File: config.mk
export PLATFORM = sky130hd
export DESIGN_NAME = fc8_rom_arbiter_flat
export DESIGN_NICKNAME = d
export VERILOG_FILES = /design/src/rtl/fc8_rom_arbiter_if.sv /design/src/rtl/fc8_rom_arbiter.sv /design/src/flat_wrapper.sv
export SDC_FILE = /design/constraint.sdc
export NUM_CORES = 1
export LEC_CHECK = 0
export ABC_AREA = 1
export CORE_MARGIN = 2
export CORE_UTILIZATION = 29
export DETAILED_ROUTE_END_ITERATION = 10
export PLACE_DENSITY = 0.67
export SLEW_MARGIN = 10
export SYNTH_ARGS = -nofsm -noshare
export SYNTH_HDL_FRONTEND = slang
export SYNTH_SLANG_ARGS = --single-unit
File: constraint.sdc
create_clock -name clk -period 1.3 [get_ports clk]
set_input_delay 0.13 -clock clk [delete_from_list [all_inputs] [get_ports clk]]
set_output_delay 0.13 -clock clk [all_outputs]
set_load 0.01 [all_outputs]
File: src/rtl/fc8_rom_arbiter_if.sv
// fc8_rom_arbiter_if: handshake bundle around the shared cartridge ROM port.
// Carries CPU and sprite req/addr/ack/rdata, ROM addr/cs/data, and busy.
interface fc8_rom_arbiter_if #(
    parameter int ADDR_W = 20
);
    logic              cpu_req;
    logic [ADDR_W-1:0] cpu_addr;
    logic              cpu_ack;
    logic [7:0]        cpu_rdata;
    logic              spr_req;
    logic [ADDR_W-1:0] spr_addr;
    logic              spr_ack;
    logic [7:0]        spr_rdata;
    logic [ADDR_W-1:0] rom_addr;
    logic              rom_cs;
    logic [7:0]        rom_data_in;
    logic              busy;

    modport slave (
        input  cpu_req, cpu_addr, spr_req, spr_addr, rom_data_in,
        output cpu_ack, cpu_rdata, spr_ack, spr_rdata,
        output rom_addr, rom_cs, busy
    );

    modport master (
        output cpu_req, cpu_addr, spr_req, spr_addr, rom_data_in,
        input  cpu_ack, cpu_rdata, spr_ack, spr_rdata,
        input  rom_addr, rom_cs, busy
    );
endinterface

File: src/rtl/fc8_rom_arbiter.sv
// fc8_rom_arbiter: serialises CPU and sprite reads onto one cartridge ROM port.
// Ports: clk; rst (async, active-high); bus (slave): cpu/spr req, addr, ack,
// rdata; rom_addr, rom_cs, rom_data_in; busy. CPU has priority, sprite is
// forced after STARVE_LIMIT CPU grants made while it waited.
module fc8_rom_arbiter #(
    parameter int ADDR_W       = 20,
    parameter int ROM_LATENCY  = 1,
    parameter int STARVE_LIMIT = 4
) (
    input  logic             clk,
    input  logic             rst,
    fc8_rom_arbiter_if.slave bus
);
    typedef enum logic [1:0] {
        IDLE,
        ISSUE,
        WAIT,
        DONE
    } state_t;

    localparam logic [1:0] LAT_INIT = 2'(ROM_LATENCY - 1);
    localparam logic [3:0] LIMIT    = 4'(STARVE_LIMIT);

    state_t            state_q, state_d;
    logic [1:0]        lat_q, lat_d;
    logic [3:0]        starve_q, starve_d;
    logic              owner_q, owner_d;
    logic [ADDR_W-1:0] rom_addr_q, rom_addr_d;
    logic              rom_cs_q, rom_cs_d;
    logic              cpu_ack_q, cpu_ack_d;
    logic              spr_ack_q, spr_ack_d;
    logic [7:0]        cpu_rdata_q, cpu_rdata_d;
    logic [7:0]        spr_rdata_q, spr_rdata_d;
    logic              busy_q, busy_d;
    logic              spr_win;

    // owner_q: 1 = sprite, 0 = CPU
    always_comb begin
        state_d     = state_q;
        lat_d       = lat_q;
        starve_d    = starve_q;
        owner_d     = owner_q;
        rom_addr_d  = rom_addr_q;
        rom_cs_d    = 1'b0;
        cpu_ack_d   = 1'b0;
        spr_ack_d   = 1'b0;
        cpu_rdata_d = cpu_rdata_q;
        spr_rdata_d = spr_rdata_q;
        busy_d      = busy_q;
        spr_win     = bus.spr_req &&
                      (!bus.cpu_req || starve_q >= LIMIT);

        unique case (state_q)
            IDLE: begin
                if (!bus.spr_req) begin
                    starve_d = 4'd0;
                end
                if (bus.cpu_req || bus.spr_req) begin
                    owner_d    = spr_win;
                    rom_addr_d = spr_win ? bus.spr_addr : bus.cpu_addr;
                    if (spr_win) begin
                        starve_d = 4'd0;
                    end else if (bus.spr_req && starve_q != 4'hF) begin
                        starve_d = starve_q + 4'd1;
                    end
                    // strobe and busy are registered so they line up
                    // with the ISSUE cycle
                    rom_cs_d = 1'b1;
                    busy_d   = 1'b1;
                    state_d  = ISSUE;
                end
            end
            ISSUE: begin
                lat_d   = LAT_INIT;
                state_d = WAIT;
            end
            WAIT: begin
                if (lat_q == 2'd0) begin
                    if (owner_q) begin
                        spr_rdata_d = bus.rom_data_in;
                        spr_ack_d   = 1'b1;
                    end else begin
                        cpu_rdata_d = bus.rom_data_in;
                        cpu_ack_d   = 1'b1;
                    end
                    state_d = DONE;
                end else begin
                    lat_d = lat_q - 2'd1;
                end
            end
            DONE: begin
                busy_d  = 1'b0;
                state_d = IDLE;
            end
        endcase
    end

    always_ff @(posedge clk or posedge rst) begin
        if (rst) begin
            state_q     <= IDLE;
            lat_q       <= '0;
            starve_q    <= '0;
            owner_q     <= 1'b0;
            rom_addr_q  <= '0;
            rom_cs_q    <= 1'b0;
            cpu_ack_q   <= 1'b0;
            spr_ack_q   <= 1'b0;
            cpu_rdata_q <= '0;
            spr_rdata_q <= '0;
            busy_q      <= 1'b0;
        end else begin
            state_q     <= state_d;
            lat_q       <= lat_d;
            starve_q    <= starve_d;
            owner_q     <= owner_d;
            rom_addr_q  <= rom_addr_d;
            rom_cs_q    <= rom_cs_d;
            cpu_ack_q   <= cpu_ack_d;
            spr_ack_q   <= spr_ack_d;
            cpu_rdata_q <= cpu_rdata_d;
            spr_rdata_q <= spr_rdata_d;
            busy_q      <= busy_d;
        end
    end

    assign bus.cpu_ack   = cpu_ack_q;
    assign bus.cpu_rdata = cpu_rdata_q;
    assign bus.spr_ack   = spr_ack_q;
    assign bus.spr_rdata = spr_rdata_q;
    assign bus.rom_addr  = rom_addr_q;
    assign bus.rom_cs    = rom_cs_q;
    assign bus.busy      = busy_q;
endmodule

File: src/flat_wrapper.sv
// flat-port wrapper written by rule: the top's interface ports become plain ports
module fc8_rom_arbiter_flat 
#(
    parameter int ADDR_W       = 20,
    parameter int ROM_LATENCY  = 1,
    parameter int STARVE_LIMIT = 4
)
  (clk, rst, bus_cpu_req, bus_cpu_addr, bus_spr_req, bus_spr_addr, bus_rom_data_in, bus_cpu_ack, bus_cpu_rdata, bus_spr_ack, bus_spr_rdata, bus_rom_addr, bus_rom_cs, bus_busy);
  fc8_rom_arbiter_if #(.ADDR_W(ADDR_W)) bus_i ();
  input  logic clk;
  input  logic rst;
  input wire logic [$bits(bus_i.cpu_req)-1:0] bus_cpu_req;
  input wire logic [$bits(bus_i.cpu_addr)-1:0] bus_cpu_addr;
  input wire logic [$bits(bus_i.spr_req)-1:0] bus_spr_req;
  input wire logic [$bits(bus_i.spr_addr)-1:0] bus_spr_addr;
  input wire logic [$bits(bus_i.rom_data_in)-1:0] bus_rom_data_in;
  output wire logic [$bits(bus_i.cpu_ack)-1:0] bus_cpu_ack;
  output wire logic [$bits(bus_i.cpu_rdata)-1:0] bus_cpu_rdata;
  output wire logic [$bits(bus_i.spr_ack)-1:0] bus_spr_ack;
  output wire logic [$bits(bus_i.spr_rdata)-1:0] bus_spr_rdata;
  output wire logic [$bits(bus_i.rom_addr)-1:0] bus_rom_addr;
  output wire logic [$bits(bus_i.rom_cs)-1:0] bus_rom_cs;
  output wire logic [$bits(bus_i.busy)-1:0] bus_busy;
  assign bus_i.cpu_req = bus_cpu_req;
  assign bus_i.cpu_addr = bus_cpu_addr;
  assign bus_i.spr_req = bus_spr_req;
  assign bus_i.spr_addr = bus_spr_addr;
  assign bus_i.rom_data_in = bus_rom_data_in;
  assign bus_cpu_ack = bus_i.cpu_ack;
  assign bus_cpu_rdata = bus_i.cpu_rdata;
  assign bus_spr_ack = bus_i.spr_ack;
  assign bus_spr_rdata = bus_i.spr_rdata;
  assign bus_rom_addr = bus_i.rom_addr;
  assign bus_rom_cs = bus_i.rom_cs;
  assign bus_busy = bus_i.busy;
  fc8_rom_arbiter #(.ADDR_W(ADDR_W), .ROM_LATENCY(ROM_LATENCY), .STARVE_LIMIT(STARVE_LIMIT)) u_core (.clk(clk), .rst(rst), .bus(bus_i));
endmodule
== Word level (Yosys, flattened, before mapping) ==
Index checks and enable logic that the tools add are counted.
Storage, ports and cells
  bits in registers: 49
  input port bits: 52
  output and inout port bits: 40
  word-level logic and storage cells: 57
Cells by class
  reduce and logical (&&, ||, !) cells: 15
  $lt $le $gt $ge: 1
  bitwise operators: 1
  muxes and demuxes: 20
  eq/ne operators: 7
  add/subtract/negate cells: 2
Operator list (number)
  20-bit two-way mux: 1
  4-bit two-way mux: 4
  1-bit two-way mux: 9
  2-bit one-hot mux with 4 select lines: 1
  2-bit AND reduction: 4
  2-bit two-way mux: 3
  3-bit AND reduction: 2
  4-bit by 1-bit adder with 4-bit output (second input constant): 1
  2-bit equality test (second input constant): 2
  4-bit by 3-bit greater-or-equal comparator with 1-bit output (second input constant): 1
  2-bit zero test: 2
  2-bit by 1-bit inequality test with 1-bit output (second input constant): 2
  4-bit inequality test (second input constant): 1
  2-bit one-hot mux with 2 select lines: 1
  2-bit nonzero test: 2
  2-bit by 1-bit equality test with 1-bit output (second input constant): 1
  1-bit logical AND: 2
  1-bit logical OR: 2
  2-bit inequality test (second input constant): 1
  1-bit one-hot mux with 2 select lines: 1
  2-bit by 1-bit subtractor with 2-bit output (second input constant): 1
  1-bit zero test: 1
  1-bit NOT: 1

== Depth between registers and ports, before layout ==
Gate-level depths: netlist (run 1).
  word-level depth: 5
  depth in mapped cells: 9
  gate-level depth less buffers: 8

== Least setup slack after synthesis (run 1) ==
Ideal clock, no wire load.
  kind: reg2reg
  start point: reg u_core.state_q[0]
  end point: reg u_core.cpu_rdata_q[4] (netlist: u_core.bus.cpu_rdata[4])
  required time: 1.182 ns
  period minus slack after synthesis: 1.331 ns
  stages on the path, launching flop included: 7
  path buffers: 1
  arrival time: 1.212 ns
  library setup time: 0.118 ns
  path slack: -0.031 ns
  path through: dfrtp_1 -> inv_1 -> ha_1 -> nand3_4 -> buf_6 -> nand2_1 -> o21ai_2
Between the ends
  longest elaborated chain between the ends: 2
RTL lines
  start: declaration: RTL line fc8_rom_arbiter.sv:24  | state_t state_q, state_d;
  start signal: assignment: RTL line fc8_rom_arbiter.sv:112  | state_q <= state_d;
  2-bit equality test: RTL line fc8_rom_arbiter.sv:53  | unique case (state_q)
  3-bit AND reduction (no line)
  end signal: assignment: RTL line fc8_rom_arbiter.sv:120  | cpu_rdata_q <= cpu_rdata_d;
  end: declaration: RTL line fc8_rom_arbiter.sv:32  | logic [7:0] cpu_rdata_q, cpu_rdata_d;
Every way passes these cells.
A chain may end at the register's enable or synchronous reset.

== Worst setup path after layout (run 1) ==
  start point: reg u_core.state_q[0]
  end point: reg u_core.rom_addr_q[8] (netlist: u_core.bus.rom_addr[8])
Between the ends
  longest elaborated chain between the ends: 2
RTL lines
  2-bit zero test: RTL line fc8_rom_arbiter.sv:53
  2-bit AND reduction (no line)
  end signal: assignment: RTL line fc8_rom_arbiter.sv:116  | rom_addr_q <= rom_addr_d;
  end: declaration: RTL line fc8_rom_arbiter.sv:28  | logic [ADDR_W-1:0] rom_addr_q, rom_addr_d;
Every way passes these cells.

==> results.tsv, run 1 <==
stage	metric	value	unit
run_status	status	finished with violations	
run_status	violations	negative setup slack	
synth	yosysSeqAreaShare	51.0	%
die	start_util	29.6	%
cts	path_clk_slew	0.09	ns
pwr	p_switching	3.15	mW
cts	cts_buffers	5	
routing	wl_per_cell	14.0	um
routing	postRouteAntennaNets	0	
die	fp.dieArea	9040	sq um
cts	clock_latency	0.30	ns
synth	synth_area	2400	sq um
sta	holdWs	0.218	ns
cts	numClockSinks	49	
setup_path	setup.worst_path.class	reg -> reg	
setup_path	cpPeakStageDelay	0.40	ns
synth	synth-main-ff-cell	dfrtp_1	
place	dp.final_hpwl	4.63	mm
place	finalWeightedCongestion	0.754	
place	io_buffers	91	
synth	yosysTopAreaCellShare	51.0	%
place	dpl_cell_area	3560	sq um
cts	cts_tree	built	
setup_path	crit_chain	inv_2 -> ha_4 -> nand2_4 -> inv_8 -> clkbuf_16 -> nand3_1 -> nand2_1 -> inv_1 -> nand2_1	
die	placement_rows	33	
global_routing	antenna_found_initial	0	
sta	rsz0062_at_grt	yes	
sta	slew_violations	0	
synth	synthTopCellsByCount	nand2_1, dfrtp_1, inv_1, nand3_1, o21ai_2	
setup_path	r2r_slack	-0.01	ns
global_routing	grt_max_degree	35	
die	core_area	8130	sq um
routing	drt_iter0_drc	73	
synth	synth_area_leaders	dfrtp_1, nand2_1, nand3_1, inv_1, o21ai_2	
routing	dr_total_vias	2299	
final_layout	finish.instance_area	4010	sq um
final_layout	syn_to_final_growth	66.6	%
pwr	total_power	8.14	mW
sta	slew_headroom	79.6	%
die	die_h	95.1	um
synth	yosys.area.top_type	dfrtp_1	
synth	synth_seq_cells	49	
final_layout	drive_gt1_share	23.4	%
setup_path	cp-end-kind	flop	
sta	timing.final.crit_share	101	%
routing	totalWireLength	7.22	mm
setup_path	start_kind	flop	
global_routing	grt_pass1_vias	2110	
pwr	pwr_density_cell	2030	nW/um^2
sta	tightest_slew	0.305	ns
synth	ys.warnings.count	0	
synth	ys_types	16	
setup_path	crit_start	u_core.state_q[0]	
synth	avgSynthCellArea	8.41	sq um
setup_path	path_buf_inv	4	
final_layout	final_util	49.3	%
synth	synth_edf_count	0	
setup_path	required	1.54	ns
setup_path	cp-endpoint	u_core.bus.rom_addr[8]	
routing	drc	0	
synth	async_flop_share	100	%
die	num_io_pins	92	
setup_path	crit_slowest_cell	dfrtp_1	
setup_path	r2r_end	u_core.bus.rom_addr[8]	
global_routing	grt_pass1_wl	10.3	mm
pwr	power_frac_clock	13.9	%
global_routing	grt-ovfl-total	0	
sta	clock_skew	0.00551	ns
sta	tns	-0.0143	ns
synth	synth.most_common_cell	nand2_1	
global_routing	grt_util_all_layers	14.3	%
cts	clockRootBuffer	clkbuf_8	
place	dpl.cell_count	491	
sta	setup_viol_count_final	2	
setup_path	r2r_cells	9	
pwr	intPower	4.99	mW
sta	fin_ws	-0.0109	ns
sta	finalHoldViolCount	0	
pwr	p_sw_share	38.7	%
pwr	p_seq_share	32.1	%
pwr	power_leakage	2.05	nW
synth	synth_nets	345	
setup_path	arrival	1.56	ns
cts	hold_buffers	0	
cts	cts_buffer_depth	2	
final_layout	nNetsFinal	468	
final_layout	fillers	783	
setup_path	r2r_start	u_core.state_q[0]	
final_layout	n_antenna_cell	0	
routing	drt-pass1-iter-count	6	
pwr	ir_worst_vdd	1200	uV
routing	drt-vias-per-instance	4.46	
cts	cts-htree-levels	2	
final_layout	instances_no_fill	515	
synth	syn_inst	286	
setup_path	cp_max_fo	5	
setup_path	cp.depth	9	
sta	final.min_clock_period	1.31	ns
worst_hold_path	hold_class	in -> async	
setup_path	path_common_cell	nand2_1	
flow_run	maxCapViolations	0	
place	place_ws	-0.0737	ns
sta	clock.fmax	0.763	GHz
setup_path	cp_top_family	flip-flops	
pwr	combinationalPowerShare	54.0	%
die	fp.dieW	95.1	um
cell families after synthesis:
| group | synth area share (%) |
|---|---|
| adder cells (fa/ha/maj) | 3.64 |
| buffers and inverters | 10.8 |
| AND/OR/NAND/NOR | 26.7 |
| AO/OA/AOI/OAI | 7.91 |
| flip-flops | 51.0 |
power groups by stage:
stage | Sequential, mW | Clock (mW) | Combinational (mW)
final | 2.61 | 1.14 | 4.39
after floorplan | 2.87 | 0 | 1.77
after detailed placement | 2.62 | 0 | 3.98
after global placement | 2.62 | 0 | 3.90
after global routing | 2.69 | 1.22 | 4.87
after CTS | 2.60 | 1.17 | 3.75
worst min path at each step:
stage	from	to	slack, ns	depth (start not counted)
floorplan	rst	u_core.bus.busy	0.17	1
global placement	u_core.bus.cpu_rdata[4]	u_core.bus.cpu_rdata[4]	0.47	2
detailed placement	u_core.bus.cpu_rdata[7]	u_core.bus.cpu_rdata[7]	0.47	2
CTS	rst	u_core.owner_q	0.22	3
global route	rst	u_core.bus.spr_rdata[4]	0.23	3
finish	rst	u_core.bus.rom_addr[19]	0.22	3
what timing repair did:
| action | CTS | global route |
|---|---|---|
| pin swaps | 1 | 17 |
| hold endpoints to repair | 0 | 0 |
| setup buffers | 1 | 8 |
| endpoints found under the setup margin | 82 | 42 |
| gates cloned | 1 | 7 |
| resized for setup | 49 | 34 |
cells in the final DEF, fill, tap and decap left out:
cell type,Yosys,layout
nand2_1,93,87
clkdlybuf4s50_1,0,51
dfrtp_1,49,48
dlygate4sd2_1,0,40
inv_1,43,39
nand3_1,43,31
buf_4,2,23
o21ai_2,17,18
nand3_2,0,13
nor2_1,8,8
nand2_2,2,7
clkbuf_8,0,6
nand3_4,2,4
o21ai_0,5,4
ha_4,0,4
clkbuf_16,0,4
buf_6,4,4
inv_2,2,3
ha_1,7,3
buf_12,0,3
o21ai_1,2,1
nand2_4,0,1
o21ai_4,0,1
inv_4,0,1
inv_8,0,1
o22ai_1,1,1
clkinvlp_4,0,1
clkbuf_1,0,1
bufinv_16,0,1
dfrtp_2,0,1
flip-flops by register name (all words and copies together) (netlist names):
| signal | flops |
|---|---|
| u_core.bus.cpu_ack | 1 |
| u_core.state_q | 2 |
| u_core.bus.spr_rdata | 8 |
| u_core.bus.spr_ack | 1 |
| u_core.owner_q | 1 |
| u_core.lat_q | 2 |
| u_core.bus.cpu_rdata | 8 |
| u_core.starve_q | 4 |
| u_core.bus.busy | 1 |
| u_core.bus.rom_addr | 20 |
| u_core.bus.rom_cs | 1 |
layout make-up:
class	instances	area, sq um	area share, %
Clock buffer	7	86.3	2.15
Clock inverter	1	30.0	0.750
Inverter	45	183	4.56
Multi-Input combinational cell	183	1110	27.7
Sequential cell	49	1230	30.6
Tap cell	105	131	3.28
Timing Repair Buffer	125	1240	30.9
worst min-delay path, stage by stage:
cell,delay (ns)
clkdlybuf4s50_1,0.44
clkinvlp_4,0.11
buf_12,0.21
layer usage:
layer,up-vias,GRT usage (%),wire (um)
li1,1141,-,-
met1,1054,19.8,3280
met2,95,21.8,3200
met3,9,4.98,668
met4,0,2.90,74
met5,-,0,0
Note: power is estimated with default switching activity, not from simulation.
==> inputs of run 2 (changes only) <==
Settings changed: SKIP_LAST_GASP set to 1.
==> run 2 against run 1 <==
  * The flow still finishes with violations (negative setup slack)
  * Sequential share of layout area is 0.057 points lower
  * Die area stayed put
  * Clock power hardly changed
  * Non-clock buffer count is 1 higher
  * Sequential power hardly changed
  * Wire length is 0.33% lower
  * Setup slack better by 0.0061 ns
  * First-iteration DRC count is 18% lower
  * Critical path depth stayed put
  * Core utilization is 0.092 points higher
  * Count of clock-buffer cells in the layout stayed put
  * Worst hold slack better by 0.0022 ns
==> results.tsv, run 2 (synthesized netlist as in run 1, its figures left out) <==
stage	metric	value	unit	change
run_status	status	finished with violations		unchanged
run_status	violations	negative setup slack		unchanged
sta	final.min_clock_period	1.30	ns	was 1.31 ns
global_routing	grt_max_degree	35		unchanged
pwr	power_leakage	2.06	nW	was 2.05 nW
cts	cts_tree	built		unchanged
cts	cts_buffers	5		unchanged
sta	fin_ws	-0.00478	ns	was -0.0109 ns
cts	cts-htree-levels	2		unchanged
global_routing	antenna_found_initial	0		unchanged
cts	numClockSinks	49		unchanged
sta	timing.final.crit_share	100	%	was 101%
die	die_h	95.1	um	unchanged
global_routing	grt_util_all_layers	14.3	%	about the same
setup_path	required	1.54	ns	about the same
final_layout	drive_gt1_share	23.4	%	about the same
pwr	pwr_density_cell	2040	nW/um^2	was 2030 nW/um^2
routing	drt-pass1-iter-count	7		was 6
die	fp.dieArea	9040	sq um	unchanged
sta	clock_skew	0.00426	ns	was 0.00551 ns
sta	slew_headroom	79.7	%	was 79.6%
place	io_buffers	91		unchanged
final_layout	n_antenna_cell	0		unchanged
routing	postRouteAntennaNets	0		unchanged
place	dpl.cell_count	491		unchanged
cts	hold_buffers	0		unchanged
final_layout	largest_reg_flops	20		unchanged
cts	cts_buffer_depth	2		unchanged
sta	slew_violations	0		unchanged
routing	drt_iter0_drc	60		was 73
pwr	ir_worst_vdd	1210	uV	was 1200 uV
setup_path	path_common_cell	nand2_1		unchanged
worst_hold_path	hold_class	in -> async		unchanged
die	placement_rows	33		unchanged
routing	drt-vias-per-instance	4.48		was 4.46
setup_path	cp_max_fo	5		unchanged
routing	dr_total_vias	2314		was 2,299
global_routing	grt_pass1_vias	2116		was 2,110
final_layout	instances_no_fill	516		was 515
sta	finalHoldViolCount	0		unchanged
final_layout	syn_to_final_growth	66.9	%	was 66.6%
die	fp.dieW	95.1	um	unchanged
routing	drc	0		unchanged
setup_path	start_kind	flop		unchanged
final_layout	nNetsFinal	469		was 468
final_layout	layout_commonest_cell	nand2_1		unchanged
die	num_io_pins	92		unchanged
setup_path	crit_chain	inv_2 -> ha_4 -> nand2_4 -> inv_8 -> clkbuf_16 -> nand3_1 -> nand2_1 -> inv_1 -> nand2_1		unchanged
die	core_area	8130	sq um	unchanged
cts	clock_latency	0.30	ns	about the same
sta	tightest_slew	0.304	ns	was 0.305 ns
routing	totalWireLength	7.20	mm	was 7.22 mm
flow_run	maxCapViolations	0		unchanged
sta	clock.fmax	0.766	GHz	was 0.763 GHz
cts	path_clk_slew	0.09	ns	about the same
final_layout	mostFrequentLayoutCells	nand2_1, clkdlybuf4s50_1, dfrtp_1		unchanged
routing	wl_per_cell	14.0	um	about the same
die	start_util	29.6	%	unchanged
place	finalWeightedCongestion	0.754		unchanged
pwr	total_power	8.18	mW	was 8.14 mW
cts	clockRootBuffer	clkbuf_8		unchanged
setup_path	arrival	1.55	ns	was 1.56 ns
sta	rsz0062_at_grt	yes		unchanged
setup_path	setup.worst_path.class	reg -> reg		unchanged
global_routing	grt-ovfl-total	0		unchanged
place	dp.final_hpwl	4.63	mm	unchanged
setup_path	cpPeakStageDelay	0.40	ns	about the same
sta	setup_viol_count_final	1		was 2
setup_path	cp-end-kind	flop		unchanged
setup_path	crit_slowest_cell	dfrtp_1		unchanged
global_routing	grt_pass1_wl	10.3	mm	about the same
run 2: routing by layer:
metal,share of wire (%),track usage [%],routed length [um],vias to the layer above
met5,0,0,0,-
met1,45,19.8,3210,1059
met4,1.0,2.90,73,0
met3,9.9,4.98,716,9
li1,-,-,-,1140
met2,44,21.9,3200,106
run 2: final timing paths:
kind,startpoint,endpoint,slack [ns],cells past startpoint
min,rst,u_core.bus.rom_addr[19],0.22,3
min in group clk,bus_cpu_addr[7],u_core.bus.rom_addr[7],0.38,3
max in group asynchronous,rst,u_core.bus.rom_addr[13],0.89,3
max reg2reg,u_core.state_q[0],u_core.bus.rom_addr[8],-0.005,9
min reg2reg,u_core.bus.cpu_rdata[7],u_core.bus.cpu_rdata[7],0.48,2
max,u_core.state_q[0],u_core.bus.rom_addr[8],-0.005,9
run 2: critical path, delay by kind of cell (launching register included):
| family | cells | cell delay [ns] |
|---|---|---|
| flip-flops | 1 | 0.40 |
| buffers and inverters | 4 | 0.39 |
| AND/OR/NAND/NOR | 4 | 0.27 |
| adder cells (fa/ha/maj) | 1 | 0.19 |
run 2: timing repair:
action                     in CTS  in global routing
gates cloned                    1                  7
setup buffers                   1                  9
pin swaps                       1                 17
resized for setup              48                 34
setup endpoints to repair      82                 42
run 2: metrics by stage:
| stage | hold WS [ns] | util, % | instance area [sq um] | worst slack, ns | setup TNS, ns |
|---|---|---|---|---|---|
| CTS | 0.219 | 45.2 | 3670 | -0.0261 | -0.0535 |
| floorplan | 0.166 | - | 2410 | 0.0366 | 0 |
| global route | 0.234 | 49.3 | 4010 | -0.0883 | -1.03 |
| finish | 0.220 | 49.3 | 4010 | -0.00478 | -0.00478 |
| detailed placement | 0.469 | 43.7 | 3560 | -0.0737 | -1.38 |
| global placement | 0.467 | 43.7 | 3560 | -0.0474 | -0.738 |
run 2: cell type report:
cell class	instances	area, sq um
Multi-Input combinational cell	183	1110
Clock buffer	7	86.3
Tap cell	105	131
Inverter	45	183
Clock inverter	1	30.0
Timing Repair Buffer	126	1240
Sequential cell	49	1230
Fill cell	784	4120
run 2: report_power, final:
group          internal [mW]  leakage, nW  total (mW)  switching, mW
Combinational           2.18         1.38        4.43           2.25
Clock                  0.628       0.0585        1.13          0.507
Sequential              2.21        0.612        2.61          0.398
